[src/rtl/uart_pkg.sv]
// Shared encodings for the UART transmitter/receiver pair so one register bank
// can configure both directions.
package uart_pkg;

    typedef enum logic [2:0] {
        ST_IDLE   = 3'd0,
        ST_START  = 3'd1,
        ST_DATA   = 3'd2,
        ST_PARITY = 3'd3,
        ST_STOP   = 3'd4
    } uart_state_e;

    typedef enum logic [1:0] {
        STOP_1   = 2'b00,
        STOP_0P5 = 2'b01,
        STOP_2   = 2'b10,
        STOP_1P5 = 2'b11
    } stop_len_e;

    localparam int unsigned BAUD_B_MSB = 15;
    localparam int unsigned BAUD_B_LSB = 4;
    localparam int unsigned BAUD_F_MSB = 3;
    localparam int unsigned BAUD_F_LSB = 0;

    // IrDA low pulse length, in sub-periods
    localparam logic [4:0] IRDA_PULSE_SUBS = 5'd3;

    typedef struct packed {
        logic [11:0] b;
        logic [3:0]  f;
        logic        word_len;
        logic        parity_en;
        logic        parity_type;
        stop_len_e   stop_len;
        logic        irda;
    } tx_cfg_t;

    function automatic logic [11:0] baud_b(input logic [15:0] br);
        return br[BAUD_B_MSB:BAUD_B_LSB];
    endfunction

    function automatic logic [3:0] baud_f(input logic [15:0] br);
        return br[BAUD_F_MSB:BAUD_F_LSB];
    endfunction

endpackage

[src/rtl/uart_baud_gen.sv]
// Sub-bit timing: 16 sub-periods of B clocks plus an optional 17th of F clocks.
// Outputs are registered; the *_nxt outputs give the values for the coming cycle.
module uart_baud_gen
    import uart_pkg::*;
(
    input  logic        clk_i,
    input  logic        rst_i,
    input  logic [11:0] b_i,
    input  logic [3:0]  f_i,
    input  logic        run_i,
    input  logic        clr_i,
    output logic        bit_end_o,
    output logic [4:0]  sub_cnt_nxt_o,
    output logic        sub_tick_nxt_o,
    output logic        bit_end_nxt_o
);

    logic [11:0] clk_cnt_q, clk_cnt_d;
    logic [4:0]  sub_cnt_q, sub_cnt_d;
    logic        tick_q, tick_d;
    logic        bend_q, bend_d;
    logic [11:0] b_eff;
    logic [11:0] sub_len;

    // b_i/f_i and run_i describe the cycle being entered, so the tick flags
    // are decoded one cycle early and land in registers aligned with the counters.
    always_comb begin
        b_eff     = (b_i == '0) ? 12'd1 : b_i;
        clk_cnt_d = clk_cnt_q;
        sub_cnt_d = sub_cnt_q;
        if (!run_i || clr_i) begin
            clk_cnt_d = '0;
            sub_cnt_d = '0;
        end else if (tick_q) begin
            clk_cnt_d = '0;
            sub_cnt_d = bend_q ? 5'd0 : sub_cnt_q + 5'd1;
        end else begin
            clk_cnt_d = clk_cnt_q + 12'd1;
        end
        sub_len = (sub_cnt_d == 5'd16) ? {8'd0, f_i} : b_eff;
        tick_d  = run_i && (clk_cnt_d == sub_len - 12'd1);
        bend_d  = tick_d && ((sub_cnt_d == 5'd16) || ((sub_cnt_d == 5'd15) && (f_i == '0)));
    end

    always_ff @(posedge clk_i) begin
        if (rst_i) begin
            clk_cnt_q <= '0;
            sub_cnt_q <= '0;
            tick_q    <= 1'b0;
            bend_q    <= 1'b0;
        end else begin
            clk_cnt_q <= clk_cnt_d;
            sub_cnt_q <= sub_cnt_d;
            tick_q    <= tick_d;
            bend_q    <= bend_d;
        end
    end

    assign bit_end_o      = bend_q;
    assign sub_cnt_nxt_o  = sub_cnt_d;
    assign sub_tick_nxt_o = tick_d;
    assign bit_end_nxt_o  = bend_d;

endmodule

[src/rtl/uart_transmitter.sv]
// UART transmitter: start, LSB-first data, optional parity/9th bit, stop period,
// with optional 3/16 IrDA pulse encoding.
module uart_transmitter
    import uart_pkg::*;
(
    input  logic        clk,
    input  logic        rst,
    input  logic        tx_en,
    input  logic [15:0] baud_rate,
    input  logic        word_len,
    input  logic        parity_en,
    input  logic        parity_type,
    input  logic [1:0]  stop_len,
    input  logic        irda_mode,
    input  logic        tx_vld,
    output logic        tx_rdy,
    input  logic [7:0]  tx_byte,
    input  logic        tx_bit8,
    output logic        tx_dout,
    output logic        tx_done_p,
    output logic [7:0]  tx_state
);

    uart_state_e state_q, state_d;
    tx_cfg_t     cfg_q, cfg_d;
    logic [7:0]  shreg_q, shreg_d;
    logic        bit8_q, bit8_d;
    logic        acc_q, acc_d;
    logic [2:0]  bit_cnt_q, bit_cnt_d;
    logic        dout_q, dout_d;
    logic        done_q, done_d;

    logic        accept;
    logic        gen_run;
    logic        bit_end;
    logic [4:0]  sub_nxt;
    logic        tick_nxt;
    logic        bend_nxt;
    logic [2:0]  last_idx;
    logic        par_bit;
    logic        lvl_d;
    logic        stop_last_nxt;

    // done_q marks the final stop cycle, so it doubles as the "last cycle" decode
    assign tx_rdy  = tx_en & ((state_q == ST_IDLE) | done_q);
    assign accept  = tx_vld & tx_rdy;
    assign gen_run = (state_d != ST_IDLE);

    uart_baud_gen u_baud (
        .clk_i          (clk),
        .rst_i          (rst),
        .b_i            (cfg_d.b),
        .f_i            (cfg_d.f),
        .run_i          (gen_run),
        .clr_i          (accept),
        .bit_end_o      (bit_end),
        .sub_cnt_nxt_o  (sub_nxt),
        .sub_tick_nxt_o (tick_nxt),
        .bit_end_nxt_o  (bend_nxt)
    );

    always_comb begin
        state_d   = state_q;
        cfg_d     = cfg_q;
        shreg_d   = shreg_q;
        bit8_d    = bit8_q;
        acc_d     = acc_q;
        bit_cnt_d = bit_cnt_q;
        last_idx  = (!cfg_q.word_len && cfg_q.parity_en) ? 3'd6 : 3'd7;

        if (!tx_en) begin
            state_d = ST_IDLE;
        end else begin
            case (state_q)
                ST_IDLE: ;
                ST_START: begin
                    if (bit_end) begin
                        state_d   = ST_DATA;
                        bit_cnt_d = '0;
                    end
                end
                ST_DATA: begin
                    if (bit_end) begin
                        shreg_d = {1'b0, shreg_q[7:1]};
                        acc_d   = acc_q ^ shreg_q[0];
                        if (bit_cnt_q == last_idx) begin
                            bit_cnt_d = '0;
                            state_d   = (cfg_q.parity_en || cfg_q.word_len) ? ST_PARITY : ST_STOP;
                        end else begin
                            bit_cnt_d = bit_cnt_q + 3'd1;
                        end
                    end
                end
                ST_PARITY: begin
                    if (bit_end) begin
                        state_d   = ST_STOP;
                        bit_cnt_d = '0;
                    end
                end
                ST_STOP: begin
                    if (done_q) begin
                        state_d = ST_IDLE;
                    end else if (bit_end) begin
                        bit_cnt_d = bit_cnt_q + 3'd1;
                    end
                end
                default: state_d = ST_IDLE;
            endcase

            if (accept) begin
                state_d           = ST_START;
                cfg_d.b           = baud_b(baud_rate);
                cfg_d.f           = baud_f(baud_rate);
                cfg_d.word_len    = word_len;
                cfg_d.parity_en   = parity_en;
                cfg_d.parity_type = parity_type;
                cfg_d.stop_len    = stop_len_e'(stop_len);
                cfg_d.irda        = irda_mode;
                shreg_d           = tx_byte;
                bit8_d            = tx_bit8;
                acc_d             = 1'b0;
                bit_cnt_d         = '0;
            end
        end

        par_bit = cfg_d.parity_en ? (cfg_d.parity_type ^ acc_d) : bit8_d;
        case (state_d)
            ST_START:  lvl_d = 1'b0;
            ST_DATA:   lvl_d = shreg_d[0];
            ST_PARITY: lvl_d = par_bit;
            default:   lvl_d = 1'b1;
        endcase
        dout_d = lvl_d | (cfg_d.irda && (sub_nxt >= IRDA_PULSE_SUBS));

        // Outputs are registered, so the end of the stop period is decoded one cycle ahead
        case (cfg_d.stop_len)
            STOP_1:   stop_last_nxt = bend_nxt;
            STOP_0P5: stop_last_nxt = tick_nxt && (sub_nxt == 5'd7);
            STOP_2:   stop_last_nxt = bend_nxt && (bit_cnt_d == 3'd1);
            default:  stop_last_nxt = tick_nxt && (sub_nxt == 5'd7) && (bit_cnt_d == 3'd1);
        endcase
        done_d = (state_d == ST_STOP) && stop_last_nxt;
    end

    always_ff @(posedge clk) begin
        if (rst) begin
            state_q   <= ST_IDLE;
            cfg_q     <= '0;
            shreg_q   <= '0;
            bit8_q    <= 1'b0;
            acc_q     <= 1'b0;
            bit_cnt_q <= '0;
            dout_q    <= 1'b1;
            done_q    <= 1'b0;
        end else begin
            state_q   <= state_d;
            cfg_q     <= cfg_d;
            shreg_q   <= shreg_d;
            bit8_q    <= bit8_d;
            acc_q     <= acc_d;
            bit_cnt_q <= bit_cnt_d;
            dout_q    <= dout_d;
            done_q    <= done_d;
        end
    end

    assign tx_dout   = dout_q;
    assign tx_done_p = done_q;
    assign tx_state  = {5'b0, state_q};

endmodule

[config.mk]
export PLATFORM = sky130hd
export DESIGN_NAME = uart_transmitter
export DESIGN_NICKNAME = d
export VERILOG_FILES = /design/src/rtl/uart_pkg.sv /design/src/rtl/uart_baud_gen.sv /design/src/rtl/uart_transmitter.sv
export SDC_FILE = /design/constraint.sdc
export NUM_CORES = 1
export LEC_CHECK = 0
export CAP_MARGIN = 20
export CORE_MARGIN = 4
export CORE_UTILIZATION = 45
export DETAILED_ROUTE_END_ITERATION = 16
export HOLD_SLACK_MARGIN = 0.12
export PLACE_DENSITY = 0.66
export SLEW_MARGIN = 20
export SYNTH_ARGS = -nofsm -noshare
export SYNTH_HDL_FRONTEND = slang
export SYNTH_SLANG_ARGS = --single-unit
[constraint.sdc]
create_clock -name clk -period 10.1 [get_ports clk]
set_clock_uncertainty 0.05 [all_clocks]
set_input_delay 2.02 -clock clk [delete_from_list [all_inputs] [get_ports clk]]
set_output_delay 2.02 -clock clk [all_outputs]
set_load 0.01 [all_outputs]
# After elaboration in Yosys (flattened, before gate mapping)
# Index checks and enable logic that the tools add are counted.
[word_totals] register_bits=59 output_inout_bits=11 in_bits=35 wordCells=110
[op_classes] n_reduce_logical=24 eq_ne=16 n_addsub=4 muxes=40 n_lt_le_gt_ge=1 bitwise=6
[ops] cell="$mux W12" count=4
[ops] cell="$mux W3" count=15
[ops] cell="$mux W22" count=2
[ops] cell="$mux W8" count=3
[ops] cell="$mux W5" count=3
[ops] cell="$pmux W3 S5" count=1
[ops] cell="$add A12 B1 Y12 const B" count=1
[ops] cell="$eq A12 B12 Y1" count=1
[ops] cell="$eq A3 B2 Y1 const B" count=4
[ops] cell="$logic_not A12 Y1" count=1
[ops] cell="$sub A12 B1 Y12 const B" count=1
[ops] cell="$eq A3 B1 Y1 const B" count=3
[ops] cell="$logic_and A1 B1 Y1" count=9
[ops] cell="$mux W1" count=9
[ops] cell="$pmux W3 S3" count=1
[ops] cell="$eq A3 B3 Y1 const B" count=2
[ops] cell="$pmux W1 S3" count=2
[ops] cell="$add A5 B1 Y5 const B" count=1
[ops] cell="$eq A5 B3 Y1 const B" count=1
[ops] cell="$eq A5 B4 Y1 const B" count=1
[ops] cell="$eq A5 B5 Y1 const B" count=1
[ops] cell="$ge A5 B2 Y1 const B" count=1
[ops] cell="$logic_not A4 Y1" count=1
[ops] cell="$reduce_bool A2 Y1" count=2
[ops] cell="other kinds (15)" count=21

# Logic depth before layout (Yosys ltp)
# Gate-level depths: netlist of the first run.
[logic_depth] depth_word=22 ltp_mapped=21 depth_no_buf=19

# Cells and area by module
# From an unflattened synthesis of the first run, not the netlist that was laid out.
[unflattened] cells_unflattened=519 area_unflattened_um2=4096.4
[modules_own_cells] module="uart_transmitter" n_inst=1 seq_area_each_um2=800.8 cells_each=264 area_per_inst_um2=2090.8
[modules_own_cells] module="uart_baud_gen" n_inst=1 seq_area_each_um2=380.4 cells_each=255 area_per_inst_um2=2005.7

# Least setup slack after synthesis of the first run
# Ideal clock, no wire load.
[synth_path] path_type="input -> register" startpoint="input tx_en" endpoint="register u_baud.bend_q (netlist: u_baud.bit_end_o)" setup_time_ps=92 t_arrival_ps=6059 path_stages=19 path_slack_ps=3899 required_time_ps=9958 cell_sequence="clkbuf_1 > and2b_1 > nand3_2 > o31ai_1 > nor3_1 > nor2_1 > mux2i_1 > o21a_1 > ha_1 > inv_1 > nor3_1 > mux2_2 > nand3b_1 > xor2_1 > mux2_2 > a221oi_1 > nand4_1 > or3_1 > nor4_1"
[synth_via] elab_chain_cells=14
[synth_rtl] item="start, declared" line_no="uart_transmitter.sv:8" source="input logic tx_en,"
[synth_rtl] item="$and A1 B1 Y1" line_no="uart_transmitter.sv:45" source="assign tx_rdy = tx_en & ((state_q == ST_IDLE) | done_q);"
[synth_rtl] item="$and A1 B1 Y1" line_no="uart_transmitter.sv:46" source="assign accept = tx_vld & tx_rdy;"
[synth_rtl] item="$mux W3" line_no="uart_transmitter.sv:110" source="if (accept) begin"
[synth_rtl] item="$mux W3" line_no="uart_transmitter.sv:71" source="if (!tx_en) begin"
[synth_rtl] item="$reduce_bool A3 Y1" line_no="uart_transmitter.sv:47" source="assign gen_run = (state_d != ST_IDLE);"
[synth_rtl] item="$logic_not A1 Y1" line_no="uart_baud_gen.sv:31" source="if (!run_i || clr_i) begin"
[synth_rtl] item="$logic_or A1 B1 Y1" line_no="uart_baud_gen.sv:31"
[synth_rtl] item="$mux W5" line_no="uart_baud_gen.sv:31"
[synth_rtl] item="$eq A5 B5 Y1" line_no="uart_baud_gen.sv:40, uart_baud_gen.sv:42"
[synth_rtl] item="$mux W12" line_no="uart_baud_gen.sv:40" source="sub_len = (sub_cnt_d == 5'd16) ? {8'd0, f_i} : b_eff;"
[synth_rtl] item="$sub A12 B1 Y12" line_no="uart_baud_gen.sv:41" source="tick_d = run_i && (clk_cnt_d == sub_len - 12'd1);"
[synth_rtl] item="$eq A12 B12 Y1" line_no="uart_baud_gen.sv:41"
[synth_rtl] item="$logic_and A1 B1 Y1" line_no="uart_baud_gen.sv:41"
[synth_rtl] item="$logic_and A1 B1 Y1 *" line_no="uart_baud_gen.sv:42" source="bend_d = tick_d && ((sub_cnt_d == 5'd16) || ((sub_cnt_d == 5'd15) && (f_i == '0)));"
[synth_rtl] item="end signal, assigned" line_no="uart_baud_gen.sv:55" source="bend_q <= bend_d;"
[synth_rtl] item="end, declared" line_no="uart_baud_gen.sv:21" source="logic bend_q, bend_d;"
# Every way passes the cells marked *; elsewhere a longest branch is shown, timed or not.
# A chain may end at the register's enable or synchronous reset.

# Final worst setup path of the first run
# Ends and elaborated chain as after synthesis.

==> results.json, run 1 <==
{
  "cts.sinks": 59,
  "fillCellCount": 870,
  "final_util_pct": 53.9,
  "slowest_delay_ns": 0.68,
  "clk-insertion-delay-late_ns": 0.35,
  "rr_worst_depth": 18,
  "drc": 0,
  "use_met2_pct": 37.8,
  "ir_drop_uv": 63.4,
  "synthToLayoutAreaGrowth_pct": 15.7,
  "detail-route-antenna-nets": 0,
  "cts_root_buffer": "clkbuf_8",
  "tightestPinTransition_ns": 0.788,
  "die_y_um": 103,
  "gp_congestion": 0.942,
  "core-area_um2": 8760,
  "wl_per_cell_um": 17.6,
  "crit_chain": "clkdlybuf4s50_1 -> and2b_1 -> nand3_2 -> o31ai_1 -> nor3_1 -> nor2_1 -> mux2i_1 -> o21a_1 -> ha_1 -> inv_1 -> nor3_1 -> mux2_2 -> nand3b_1 -> xor2_1 -> mux2_2 -> a221oi_1 -> nand4_1 -> or3_1 -> nor4_1",
  "via_per_inst": 6.05,
  "cts_inserted_buffers": 9,
  "ys_types": 73,
  "port_buffers": 40,
  "dieArea_um2": 10700,
  "post-place-cells": 659,
  "crit_type": "in -> reg",
  "postCtsSetupBuffers": 0,
  "use_met3_pct": 3.29,
  "synth_area_um2": 4080,
  "synth_seq_cells": 59,
  "end_kind": "register",
  "hold_viol": 0,
  "postSynthAreaPerCell_um2": 7.60,
  "cts_tree": "built",
  "grt_start_max_net_pins": 58,
  "use_met1_pct": 30.6,
  "ioPinCount": 46,
  "drt-initial-drc-count": 214,
  "relSlewSlack_pct": 47.4,
  "final_cell_area_um2": 4720,
  "outcome": "finished clean",
  "hold-path-cell-count": 2,
  "nets": 602,
  "crit_path_start_kind": "primary input",
  "grt_pass1_vias": 3779,
  "start_util_pct": 46.6,
  "die-width_um": 103,
  "clk_pin_slew_ns": 0.07,
  "synth_edf_count": 0,
  "grt_overflow": 0,
  "slew_viol_final": 0,
  "place_area_um2": 4510,
  "ys.warnings.count": 0,
  "antennaDiodeCount": 0,
  "grt_antenna_before_repair": 0,
  "p_leak_nw": 1.69,
  "fin_cells": 674,
  "yosys_most_used_dff": "dfxtp_1",
  "setup_viol": 0,
  "synthCells": 537,
  "fmax_mhz": 140,
  "cp_data_required_time_ns": 10.30,
  "async_flop_share_pct": 0,
  "via_count": 4076,
  "htree_levels": 3,
  "drive_above_1_share_pct": 7.07,
  "cts_hold_buf": 0,
  "timing.final.crit_share_pct": 70.7,
  "dp_hpwl_um": 8680,
  "grt_pass1_wl_um": 19000,
  "groute.usage.overall_pct": 22.9,
  "cp_data_arrival_time_ns": 7.34,
  "grt_busiest_layer": "met2",
  "power-per-cell-area_nw_per_um2": 129,
  "cts_resized": 0,
  "rsz0062_at_grt": "no",
  "cts_buffer_depth": 2,
  "cpMaxStageDelayCell": "o31ai_1",
  "hp-class": "reg -> reg",
  "tns_ns": 0,
  "drv_cap": 0,
  "post-route-min-period_ns": 7.14,
  "drtPass1Iterations": 6,
  "yosysSeqAreaShare_pct": 28.9,
  "row_count": 34,
  "crit_fanout": 10,
  "totalWireLength_um": 11800
}
==> final cells by class <==
class	instances	area [um^2]	area share (%)
Timing Repair Buffer	43	418	8.85
Clock buffer	11	141	2.99
Inverter	9	33.8	0.715
Tap cell	108	135	2.86
Clock inverter	4	75.1	1.59
Sequential cell	59	1180	25.0
Multi-Input combinational cell	440	2740	58.0
==> Yosys cell counts, drive strengths merged, types with 3 or more instances <==
cell type	number	area share (%)
or2	7	1.1
clkbuf	18	1.7
and3	5	0.77
o21ai	15	1.8
nand2b	3	0.46
mux2	4	1.1
buf	15	2.1
ha	5	1.5
a21oi	34	4.2
inv	9	0.83
nor2b	10	1.5
or4	7	1.3
nand4	3	0.46
o21a	5	0.92
nor3	39	4.8
nor2	49	4.5
xnor2	17	3.6
mux2i	22	5.4
or3	8	1.3
dfxtp	59	29
a311oi	8	1.7
nand3	17	2.2
o211ai	4	0.74
nor3b	5	1.0
nor4	7	1.1
xor2	10	2.1
o31ai	9	1.7
a31o	3	0.64
a211oi	11	2.0
a31oi	8	1.2
and2	3	0.46
o31a	4	0.86
nand2	71	6.6
a211o	3	0.64
==> path summary, 6_finish.rpt <==
check | startpoint | endpoint | slack (ns)
worst min-delay path | cfg_q[0] | cfg_q[0] | 0.41
worst min register to register | cfg_q[0] | cfg_q[0] | 0.41
worst max register to register | u_baud.bit_end_o | u_baud.bit_end_o | 4.49
worst max-delay path | tx_en | u_baud.bit_end_o | 2.96
==> metal layers <==
metal  vias to the layer above  share of wire (%)
met1                      1901                 46
met3                        27                4.0
met5                         -                  0
met2                       121                 47
met4                         0                2.4
li1                       2027                  -
==> critical path: cells and delay by family <==
kind / cells / cell delay [ns]
compound gates: 3 / 1.08
xor+xnor: 1 / 0.18
fa+ha+maj: 1 / 0.13
buf+inv: 2 / 0.70
mux: 3 / 0.76
simple gates: 9 / 2.46
==> per-stage QoR <==
| stage | hold slack, ns | worst slack (ns) | total power [mW] |
|---|---|---|---|
| 2_1_floorplan | 0.386 | 3.90 | 0.330 |
| 3_3_place_gp | 0.400 | 2.95 | 0.367 |
| 3_5_place_dp | 0.405 | 2.72 | 0.368 |
| 4_1_cts | 0.416 | 3.01 | 0.614 |
| 5_1_grt | 0.448 | 2.47 | 0.639 |
| 6_report | 0.410 | 2.96 | 0.611 |
==> cells by family after synthesis <==
family	share of synthesized area (%)
AND/OR/NAND/NOR	30.7
AO/OA/AOI/OAI	21.9
buffers and inverters	4.60
XOR/XNOR	5.80
adder cells (fa/ha/maj)	1.53
multiplexers	6.50
flip-flops	28.9
other	0.0919
==> cells in the final DEF (no fill, tap or decap), types with 8 or more instances in the layout <==
cell	instances
a211oi_1	11
nand3_1	16
nor3_1	39
mux2i_1	22
o31ai_1	9
inv_1	9
dfxtp_1	59
clkbuf_8	10
nor2b_1	10
o21ai_0	15
a21oi_1	34
a31oi_1	8
xor2_1	10
a311oi_1	8
nor2_1	49
xnor2_1	17
nand2_1	70
clkdlybuf4s50_1	39
==> where the power goes <==
group / leakage [nW] / switching, mW / internal, mW
Clock: 0.102 / 0.102 / 0.144
Sequential: 0.479 / 0.00590 / 0.240
Combinational: 1.11 / 0.0665 / 0.0516
==> registers in the layout, indices dropped and copies added, names as in the netlist <==
name,cells
acc_q,1
bit8_q,1
bit_cnt_q,3
cfg_q,22
shreg_q,8
state_q,3
tx_done_p,1
tx_dout,1
u_baud.bit_end_o,1
u_baud.clk_cnt_q,12
u_baud.sub_cnt_q,5
u_baud.tick_q,1
Note: power is estimated with default switching activity, not from simulation.
==> run 2, diff against run 1 <==
==> constraint.sdc (replaced) <==
create_clock -name clk -period 6.6 [get_ports clk]
set_clock_uncertainty 0.05 [all_clocks]
set_input_delay 1.32 -clock clk [delete_from_list [all_inputs] [get_ports clk]]
set_output_delay 1.32 -clock clk [all_outputs]
set_load 0.01 [all_outputs]
==> run 2 against run 1 <==
Global-route usage is 0.11 points lower; via count is 0.49% higher; core utilization is 0.086 points higher; critical endpoint unchanged; critical path depth is 2 higher; wire length is 0.25% lower; worst hold slack better by 0.0014 ns; die area stayed put; first-iteration DRC count is 12% higher; sequential share of layout area hardly changed; non-clock buffer count is 6 higher.
==> results.json, run 2 (synthesized netlist as in run 1, its figures left out) <==
{
  "reg_top3": "cfg_q: 22 flops, u_baud.clk_cnt_q: 12 flops, shreg_q: 8 flops",
  "dieArea_um2": 10700,
  "fmax_mhz": 173,
  "final_util_pct": 54.0,
  "drtPass1Iterations": 5,
  "tightestPinTransition_ns": 0.998,
  "groute.usage.overall_pct": 22.8,
  "synthToLayoutAreaGrowth_pct": 15.9,
  "final_cell_area_um2": 4730,
  "detail-route-antenna-nets": 0,
  "gp_congestion": 0.968,
  "ioPinCount": 46,
  "grt_overflow": 0,
  "setup_viol": 0,
  "use_met2_pct": 37.0,
  "ir_drop_uv": 103,
  "clk-insertion-delay-late_ns": 0.35,
  "via_per_inst": 6.02,
  "die-width_um": 103,
  "layout_common_cells": "nand2_1 (70), dfxtp_1 (59), nor2_1 (49), nor3_1 (39), clkdlybuf4s50_1 (39)",
  "layout_commonest_cell": "nand2_1",
  "htree_levels": 3,
  "slowest_delay_ns": 0.61,
  "sw_frac_of_total_pct": 30.0,
  "outcome": "finished clean",
  "totalWireLength_um": 11800,
  "cts_tree": "built",
  "hp-class": "reg -> reg",
  "hold_viol": 0,
  "timing.final.crit_share_pct": 87.8,
  "crit_fanout": 10,
  "dp_hpwl_um": 8660,
  "relSlewSlack_pct": 32.9,
  "use_met3_pct": 3.76,
  "rsz0062_at_grt": "no",
  "cts_resized": 0,
  "cp_data_arrival_time_ns": 5.99,
  "nets": 608,
  "post-route-min-period_ns": 5.79,
  "cts_root_buffer": "clkbuf_8",
  "internal-power_uw": 611,
  "drv_cap": 0,
  "via_count": 4096,
  "power-per-cell-area_nw_per_um2": 185,
  "pwr-share-comb_pct": 20.8,
  "grt_antenna_before_repair": 0,
  "crit_chain": "clkdlybuf4s50_1 -> and2b_1 -> nand3_2 -> o31ai_1 -> buf_4 -> nor3_1 -> buf_4 -> nor2_1 -> mux2i_1 -> o21a_1 -> ha_1 -> inv_1 -> nor3_1 -> mux2_2 -> nand3b_1 -> xor2_1 -> mux2_2 -> a221oi_1 -> nand4_1 -> or3_1 -> nor4_1",
  "finalPower_uw": 873,
  "crit_path_start_kind": "primary input",
  "largest_reg_flops": 22,
  "grt_busiest_layer": "met2",
  "antennaDiodeCount": 0,
  "p_leak_nw": 1.72,
  "cts_hold_buf": 0,
  "grt_start_max_net_pins": 58,
  "cp_data_required_time_ns": 6.80,
  "cpMaxStageDelayCell": "clkdlybuf4s50_1",
  "wl_per_cell_um": 17.4,
  "grt_pass1_wl_um": 19000,
  "cts_buffer_depth": 2,
  "drt-initial-drc-count": 239,
  "pre_cts_slack_ns": 0.518,
  "tns_ns": 0,
  "grt_pass1_vias": 3803,
  "drc": 0,
  "p_sw_uw": 262,
  "place_area_um2": 4550,
  "drive_above_1_share_pct": 8.04,
  "cts_inserted_buffers": 9,
  "row_count": 34,
  "slew_viol_final": 0,
  "cts.sinks": 59,
  "power_frac_seq_pct": 43.1,
  "start_util_pct": 46.6,
  "die_y_um": 103,
  "crit_type": "in -> reg",
  "end_kind": "register",
  "postCtsSetupBuffers": 0,
  "clkPwrFrac_pct": 36.2,
  "core-area_um2": 8760,
  "port_buffers": 40,
  "use_met1_pct": 30.6,
  "clk_pin_slew_ns": 0.07,
  "largest-register": "cfg_q",
  "setup_slack_ns": 0.807
}
## run 2: changes by cell type in the layout (fill, tap and decap cells not counted)
| cell | previous run | this run |
|---|---|---|
| buf_4 | 3 | 9 |
| bufinv_16 | 2 | 0 |
| clkinv_2 | 0 | 2 |
| clkbuf_8 | 10 | 12 |
| clkinvlp_4 | 2 | 0 |
## run 2: per-stage QoR
| step | instances | hold slack [ns] |
|---|---|---|
| after global routing | 680 | 0.444 |
| after detailed placement | 665 | 0.405 |
| after floorplan | 541 | 0.386 |
| after global placement | 665 | 0.398 |
| final | 680 | 0.411 |
| after CTS | 680 | 0.414 |
## run 2: metal layers
metal	part of all wire, %	vias to the layer above
li1	-	2030
met1	45	1904
met2	47	139
met3	5.6	23
met4	2.1	0
met5	0	-
## run 2: final cells by class
type / count / area (um^2)
Clock buffer: 13 / 169
Clock inverter: 2 / 10.0
Fill cell: 843 / 4030
Inverter: 9 / 33.8
Multi-Input combinational cell: 440 / 2740
Sequential cell: 59 / 1180
Tap cell: 108 / 135
Timing Repair Buffer: 49 / 463
## run 2: power groups by stage
stage               Combinational (mW)  Sequential (mW)  Clock [mW]
global placement                 0.177            0.383           0
global route                     0.198            0.377       0.339
floorplan                        0.123            0.381           0
detailed placement               0.179            0.384           0
CTS                              0.180            0.376       0.323
finish                           0.181            0.376       0.315
## run 2: path summary, 6_finish.rpt
kind	end	slack, ns	depth (start not counted)	startpoint
worst max-delay path	u_baud.bit_end_o	0.81	21	tx_en
worst min-delay path	cfg_q[0]	0.41	2	cfg_q[0]
worst max register to register	u_baud.bit_end_o	1.41	19	u_baud.bit_end_o
worst min register to register	cfg_q[0]	0.41	2	cfg_q[0]
## run 2: worst max-delay path: cells and delay by family
family	cells	cell delay (ns)
adders and majority gates	1	0.14
muxes	3	0.73
and+or+nand+nor	9	1.85
xor gates and xnor gates	1	0.18
buffers and inverters	4	1.06
AOI/OAI and AO/OA	3	0.72
